### config.mk
export PLATFORM = sky130hd
export DESIGN_NAME = asrv32_bus_arbiter
export DESIGN_NICKNAME = d
export VERILOG_FILES = /design/src/rtl/asrv32_bus_arbiter.sv
export SDC_FILE = /design/constraint.sdc
export NUM_CORES = 1
export LEC_CHECK = 0
export ABC_AREA = 1
export ABC_CLOCK_PERIOD_IN_PS = 1580
export BUFFER_PORTS_ARGS = -buffer_cell sky130_fd_sc_hd__buf_2
export CAP_MARGIN = 10
export CORE_MARGIN = 1
export CORE_UTILIZATION = 43
export CTS_CLUSTER_DIAMETER = 60
export CTS_CLUSTER_SIZE = 40
export DETAILED_ROUTE_END_ITERATION = 8
export PLACE_DENSITY = 0.76
export SLEW_MARGIN = 15
export SYNTH_ARGS = -nofsm -noshare
export SYNTH_HDL_FRONTEND = slang
export SYNTH_SLANG_ARGS = --single-unit
export TNS_END_PERCENT = 30
### constraint.sdc
create_clock -name i_clk -period 1.58 [get_ports i_clk]
set_input_delay 0.158 -clock i_clk [delete_from_list [all_inputs] [get_ports i_clk]]
set_output_delay 0.158 -clock i_clk [all_outputs]
set_load 0.1 [all_outputs]
### src/rtl/asrv32_bus_arbiter.sv
// asrv32_bus_arbiter
// Shares one single-port memory bus between the instruction-fetch and
// load/store ports of the core. Each access moves through IDLE -> BUSY -> DONE.
// Every output comes from a register, so there is no combinational path from
// any input to any output. A BUSY access that receives no memory ack within
// TIMEOUT_CYCLES cycles completes with rdata=0 and a bus-error pulse.
`timescale 1ns/1ps

module asrv32_bus_arbiter #(
    parameter int TIMEOUT_CYCLES = 16
) (
    input  logic        i_clk,
    input  logic        i_rst_n,
    input  logic        i_inst_req,
    input  logic [31:0] i_inst_addr,
    output logic        o_inst_ack,
    output logic [31:0] o_inst_rdata,
    input  logic        i_data_req,
    input  logic        i_data_wr,
    input  logic [31:0] i_data_addr,
    input  logic [31:0] i_data_wdata,
    input  logic [3:0]  i_data_mask,
    output logic        o_data_ack,
    output logic [31:0] o_data_rdata,
    output logic [31:0] o_mem_addr,
    output logic [31:0] o_mem_wdata,
    output logic [3:0]  o_mem_wr_mask,
    output logic        o_mem_wr_en,
    output logic        o_mem_rd_en,
    input  logic [31:0] i_mem_rdata,
    input  logic        i_mem_ack,
    output logic        o_bus_error
);

    // The counter is wide enough to hold TIMEOUT_CYCLES-1 and is never narrower than one bit.
    localparam int CNT_W      = (TIMEOUT_CYCLES < 2) ? 1 : $clog2(TIMEOUT_CYCLES + 1);
    localparam int CNT_LAST_I = (TIMEOUT_CYCLES > 0) ? (TIMEOUT_CYCLES - 1) : 0;
    localparam logic [CNT_W-1:0] CNT_LAST = CNT_W'(CNT_LAST_I);
    localparam logic [CNT_W-1:0] CNT_ONE  = CNT_W'(1);

    typedef enum logic [1:0] {
        S_IDLE = 2'd0,
        S_BUSY = 2'd1,
        S_DONE = 2'd2
    } state_t;

    state_t           r_state,      w_state;
    logic             r_last_grant, w_last_grant;  // 1 = data port was granted last
    logic             r_owner,      w_owner;       // 1 = data port owns the current access
    logic [CNT_W-1:0] r_cnt,        w_cnt;
    logic [31:0]      r_mem_addr,   w_mem_addr;
    logic [31:0]      r_mem_wdata,  w_mem_wdata;
    logic [3:0]       r_mem_mask,   w_mem_mask;
    logic             r_mem_wr_en,  w_mem_wr_en;
    logic             r_mem_rd_en,  w_mem_rd_en;
    logic             r_inst_ack,   w_inst_ack;
    logic [31:0]      r_inst_rdata, w_inst_rdata;
    logic             r_data_ack,   w_data_ack;
    logic [31:0]      r_data_rdata, w_data_rdata;
    logic             r_bus_error,  w_bus_error;

    logic             w_pick_data;
    logic             w_timeout;

    // Data wins when it is the only requester, or under contention when the fetch port was granted last.
    assign w_pick_data = i_data_req & (~i_inst_req | ~r_last_grant);
    assign w_timeout   = (TIMEOUT_CYCLES != 0) && (r_cnt == CNT_LAST);

    // Next-state and next-output logic; every registered value holds unless changed below.
    always_comb begin
        w_state      = r_state;
        w_last_grant = r_last_grant;
        w_owner      = r_owner;
        w_cnt        = r_cnt;
        w_mem_addr   = r_mem_addr;
        w_mem_wdata  = r_mem_wdata;
        w_mem_mask   = r_mem_mask;
        w_mem_wr_en  = r_mem_wr_en;
        w_mem_rd_en  = r_mem_rd_en;
        w_inst_rdata = r_inst_rdata;
        w_data_rdata = r_data_rdata;
        w_inst_ack   = 1'b0;
        w_data_ack   = 1'b0;
        w_bus_error  = 1'b0;

        case (r_state)
            S_IDLE: begin
                if (i_inst_req || i_data_req) begin
                    w_cnt   = '0;
                    w_state = S_BUSY;
                    if (w_pick_data) begin
                        w_owner      = 1'b1;
                        w_last_grant = 1'b1;
                        w_mem_addr   = i_data_addr;
                        w_mem_wdata  = i_data_wdata;
                        w_mem_mask   = i_data_mask;
                        w_mem_wr_en  = i_data_wr;
                        w_mem_rd_en  = ~i_data_wr;
                    end else begin
                        w_owner      = 1'b0;
                        w_last_grant = 1'b0;
                        w_mem_addr   = i_inst_addr;
                        w_mem_wdata  = 32'h0;
                        w_mem_mask   = 4'b0000;
                        w_mem_wr_en  = 1'b0;
                        w_mem_rd_en  = 1'b1;
                    end
                end
            end
            S_BUSY: begin
                if (i_mem_ack) begin
                    w_mem_wr_en = 1'b0;
                    w_mem_rd_en = 1'b0;
                    w_state     = S_DONE;
                    if (r_owner) begin
                        w_data_rdata = r_mem_wr_en ? 32'h0 : i_mem_rdata;
                        w_data_ack   = 1'b1;
                    end else begin
                        w_inst_rdata = i_mem_rdata;
                        w_inst_ack   = 1'b1;
                    end
                end else if (w_timeout) begin
                    w_mem_wr_en = 1'b0;
                    w_mem_rd_en = 1'b0;
                    w_bus_error = 1'b1;
                    w_state     = S_DONE;
                    if (r_owner) begin
                        w_data_rdata = 32'h0;
                        w_data_ack   = 1'b1;
                    end else begin
                        w_inst_rdata = 32'h0;
                        w_inst_ack   = 1'b1;
                    end
                end else begin
                    w_cnt = r_cnt + CNT_ONE;
                end
            end
            S_DONE: begin
                // The ack pulse is already on the outputs; requests are not looked at here.
                w_state = S_IDLE;
            end
            default: begin
                w_state = S_IDLE;
            end
        endcase
    end

    // State and output registers; reset forces everything to 0 and the fetch port as last granted.
    always_ff @(posedge i_clk or negedge i_rst_n) begin
        if (!i_rst_n) begin
            r_state      <= S_IDLE;
            r_last_grant <= 1'b0;
            r_owner      <= 1'b0;
            r_cnt        <= '0;
            r_mem_addr   <= 32'h0;
            r_mem_wdata  <= 32'h0;
            r_mem_mask   <= 4'b0000;
            r_mem_wr_en  <= 1'b0;
            r_mem_rd_en  <= 1'b0;
            r_inst_ack   <= 1'b0;
            r_inst_rdata <= 32'h0;
            r_data_ack   <= 1'b0;
            r_data_rdata <= 32'h0;
            r_bus_error  <= 1'b0;
        end else begin
            r_state      <= w_state;
            r_last_grant <= w_last_grant;
            r_owner      <= w_owner;
            r_cnt        <= w_cnt;
            r_mem_addr   <= w_mem_addr;
            r_mem_wdata  <= w_mem_wdata;
            r_mem_mask   <= w_mem_mask;
            r_mem_wr_en  <= w_mem_wr_en;
            r_mem_rd_en  <= w_mem_rd_en;
            r_inst_ack   <= w_inst_ack;
            r_inst_rdata <= w_inst_rdata;
            r_data_ack   <= w_data_ack;
            r_data_rdata <= w_data_rdata;
            r_bus_error  <= w_bus_error;
        end
    end

    assign o_inst_ack    = r_inst_ack;
    assign o_inst_rdata  = r_inst_rdata;
    assign o_data_ack    = r_data_ack;
    assign o_data_rdata  = r_data_rdata;
    assign o_mem_addr    = r_mem_addr;
    assign o_mem_wdata   = r_mem_wdata;
    assign o_mem_wr_mask = r_mem_mask;
    assign o_mem_wr_en   = r_mem_wr_en;
    assign o_mem_rd_en   = r_mem_rd_en;
    assign o_bus_error   = r_bus_error;

endmodule

* After elaboration in Yosys (flattened, before gate mapping) *
Cells that the tools add are included.
W data, S select, Z words.

word-level totals
  register bits = 145

cells by class
  add/subtract/negate cells = 1
  eq/ne operators = 6
  muxes and demuxes = 40
  bitwise operators = 5
  reduce and logical (&&, ||, !) cells = 10

operator list
  kind                   number
  $mux W32               11
  $mux W1                18
  $mux W5                3
  $pmux W5 S2            1
  $reduce_and A3 Y1      3
  $mux W2                3
  $ne A2 B2 Y1 const B   3
  $add A5 B1 Y5 const B  1
  $eq A5 B4 Y1 const B   1
  $mux W4                1
  $pmux W1 S2            2
  $pmux W2 S2            1
  $reduce_and A2 Y1      2
  $reduce_and A4 Y1      1
  $reduce_bool A2 Y1     2
  $ne A3 B3 Y1 const B   1
  $not A1 Y1             3
  $eq A2 B1 Y1 const B   1
  $logic_not A2 Y1       1
  $and A1 B1 Y1          1
  $logic_or A1 B1 Y1     1
  $or A1 B1 Y1           1

* Logic depth before layout (Yosys ltp) *
  depth in word-level cells = 6
  depth in mapped cells = 12

* Worst setup path before layout *
OpenSTA, ideal clock, no wires.

  path kind = register -> register
  start = reg r_mem_wr_en (netlist: o_mem_wr_en)
  end = reg r_data_rdata[10] (netlist: o_data_rdata[10])
  data arrival time = 1.613 ns
  data required time = 1.458 ns
  setup slack = -0.155 ns
  cell stages (with the launch flop) = 6
  clock period less this slack = 1.735 ns
  path through = dfrtp_1 clkbuf_1 clkbuf_1 nor2_1 nand2_1 nand2_1

on the way
  cells in the longest elaborated chain, start to end = 3

ends and longest elaborated chain
  element                 RTL line  text
  start, declared         54        logic r_mem_wr_en, w_mem_wr_en;
  start signal, assigned  173       r_mem_wr_en <= w_mem_wr_en;
  $mux W32                116       w_data_rdata = r_mem_wr_en ? 32'h0 : i_mem_rdata;
  $mux W32                115       if (r_owner) begin
  $mux W32                111       if (i_mem_ack) begin
  end signal, assigned    178       r_data_rdata <= w_data_rdata;
  end, declared           59        logic [31:0] r_data_rdata, w_data_rdata;

Every way passes these cells. The select of a mux whose other input is x is not followed.
A chain may end at the register's enable or synchronous reset.

* Worst setup path after layout *
  start = reg r_cnt[0]
  end = reg r_data_rdata[30] (netlist: o_data_rdata[30])

on the way
  cells in the longest elaborated chain, start to end = 3

ends and longest elaborated chain
  element                              RTL line  text
  start, declared                      50        logic [CNT_W-1:0] r_cnt, w_cnt;
  start signal, assigned               169       r_cnt <= w_cnt;
  $eq A5 B4 Y1                         67        assign w_timeout = (TIMEOUT_CYCLES != 0) && (r_cnt == CNT_LAST);
  $reduce_bool A2 Y1 (no source line)  n/a
  $reduce_and A3 Y1 (no source line)   n/a

Every way passes these cells.

==> results.ini <==
[status]
status=complete, but fails checks
violations=negative setup slack

[clocking]
cts_buffers=17
clk_latency_ps=410
tritoncts=built
clockBufferDepth=2
cts_root_buffer=clkbuf_16
path_clk_slew_ps=60
htreeDepth=4
clock-sinks=145

[grt]
grt_usage=0.2629
grt_overflow_total=0
antenna_found_initial=3
grt_pass1_wl_mm=30.39
grt_max_degree=53
grt_pass1_vias=6177

[setup_path]
r2r-start=r_cnt[0]
max_stage_delay_ps=350
worstPathRequired_ps=1880
critical_path_class=reg2reg
worstPathArrival_ps=1970
endpoint=o_data_rdata[30]
crit_chain=ha_2, nand2_2, nor2_1, ha_2, inv_2, nand2_2, nand2_4, nor2_8, buf_12, inv_16, nand2_1, nand2_1
ff2ff_path_depth=12
worstPathMaxFanout=32
critPathLaunchType=flip-flop
cp-end-kind=flip-flop
cp_top_family=simple AND/OR/NAND/NOR gates
cp.depth=12
reg2reg_to=o_data_rdata[30]
slowest_stage=dfrtp_1
startpoint=r_cnt[0]
reg2reg_setup_slack_ps=-80
worst-path-buf-inv=3

[route]
drt_iter0_markers=413
num_vias=6371
drc=0
vias_per_cell=4.985
ant_nets=0
wl_per_cell_um=15.71
routed_wl_mm=20.07
dr.pass1.iters=5

[logic_synthesis]
ys_seq_area_frac=0.5690
ys_ff_latch=145
synth_compound_area_frac=0.07907
synthFlopType=dfrtp_1
ys_warn_count=0
ys_types=24
muxShareOfSynthArea=0.001570
yosys.area.top_type_share=0.5690
synth-simple-area-share=0.2725
synth_edf_count=0
synthAdderAreaFrac=0.003924
yosys.cell_count.top_type=nand2_1
synthCells=743
syn_area_um2=6377
synth_common_cells=345 x nand2_1, 145 x dfrtp_1, 41 x inv_1
syn-num-nets=883
syn_avg_cell_area_um2=8.583
async_flop_share=1.000
synth_top_family_by_area=simple AND/OR/NAND/NOR gates
synth-xor-area-share=0
yosys-top-cells-area=dfrtp_1 57%, nand2_1 20%, o211ai_1 3.8%
synth_top_area_cell=dfrtp_1

[floorplan]
start_util=0.4405
num_rows=44
ioPinCount=275
dieHeight_um=123.8
die_area_um2=15320
die_x_um=123.8
coreArea_um2=14480

[sta]
period_minus_slack_ps=1663
rsz0062_at_grt=yes
fmax_ghz=0.6015
hold_violations=0
finClkSkew_ps=6.546
fin_ws_ps=-82.54
worst_slew_pin_slew_ps=538.6
finalCritPeriodShare=1.052
setup_violations=64
slew_headroom=0.6434
drv_slew=0

[place]
portBuffers=274
placed_area_um2=8023
place.gp.congestion=0.8180
dp_cells=1179
dp_hpwl_mm=12.41

[final_layout]
fin_nets=1222
syn2layout_area_growth_pct=47.24
fillCellCount=1152
design_area_um2=9390
instances_no_fill=1278
drive_gt1_frac=0.3663

[hold_path]
hold_class=in2reg
hold_start=i_mem_rdata[27]

[run]
maxCapViolCount=0

==> cell families after synthesis <==
family          Yosys count
fa+ha+maj                 2
simple gates            436
flops                   145
mux                       1
buf+inv                  90
compound gates           69
==> flip-flops by register name (all words and copies together) (netlist names), 2 cells and up <==
register / flops
r_cnt: 5
o_inst_rdata: 32
o_mem_wdata: 32
o_mem_wr_mask: 4
r_state: 2
o_mem_addr: 32
o_data_rdata: 32
==> per-stage QoR <==
stage / setup slack [ps] / TNS, ps / hold WS (ps) / utilization
global route: -198.9 / -11800 / 11.33 / 0.6484
detailed placement: -102.9 / -4567 / 153.0 / 0.5541
global placement: -51.48 / -1288 / 158.3 / 0.5541
finish: -82.54 / -3604 / 19.47 / 0.6485
CTS: -81.58 / -3460 / 0.02989 / 0.6421
floorplan: -65.61 / -2006 / -137.6 / -
==> tightest hold or removal path, delay by kind of cell <==
kind | cells | cell delay [ps]
buffers and inverters | 1 | 90
AND/OR/NAND/NOR | 1 | 70
AO/OA/AOI/OAI | 1 | 70
==> cell usage in the layout (no fill, tap or decap), types with 2 or more instances in the layout <==
cell	Yosys	layout
nand2_1	345	318
buf_2	21	272
dfrtp_1	145	144
dlygate4sd3_1	0	64
nand3_1	40	40
inv_1	41	39
nor2_1	40	38
o211ai_1	32	32
nand2_2	4	29
o21ai_2	21	22
clkbuf_16	0	17
buf_4	4	14
buf_12	0	13
o21ai_1	7	11
inv_2	2	4
clkinvlp_4	0	4
clkinv_2	0	4
nor2_2	2	3
nor2_4	2	3
diode_2	0	2
nand2_4	0	2
o21ai_0	8	2
ha_2	0	2
clkbuf_8	0	2
buf_6	12	2
==> cell type report <==
class                      instances  area [µm²]  area share
antenna                            2       5.005   0.0005330
clock buffer                      19       452.9     0.04823
clock inverter                    10       88.84    0.009460
inverter                          44       181.4     0.01932
multi-input combinational        508        2385      0.2540
sequential                       145        3630      0.3865
tap                              184       230.2     0.02452
timing repair buffer             366        2417      0.2574
==> per-layer routing <==
| metal | GRT usage | wire [µm] | share of wire | up-vias |
|---|---|---|---|---|
| met2 | 0.4549 | 10030 | 0.50 | 338 |
| met4 | 0.1491 | 949 | 0.047 | 2 |
| met3 | 0.06685 | 1450 | 0.072 | 69 |
| met1 | 0.2935 | 7630 | 0.38 | 2957 |
| li1 | - | - | - | 3005 |
| met5 | 0 | 13 | 0.00065 | - |
==> worst min path at each step <==
stage / slack (ps) / end / depth (start not counted)
2_1_floorplan: -140 / o_bus_error / 0
3_3_place_gp: 160 / o_data_rdata[15] / 1
3_5_place_dp: 150 / o_data_rdata[12] / 1
4_1_cts: 0.03 / o_mem_addr[28] / 3
5_1_grt: 10 / o_mem_addr[5] / 3
6_report: 20 / o_inst_rdata[27] / 3
==> timing repair <==
action / CTS / global route
gates resized for setup: 13 / 36
gates cloned: 1 / 0
setup buffers: 3 / 0
pin swaps: 0 / 1
hold endpoints to repair: 105 / 0
setup endpoints to repair: 64 / 73
hold buffers: 64 / 0
Power is left out: the tool's default activity adds up to more than one toggle a clock period on the data nets, which glitch-free logic cannot reach.
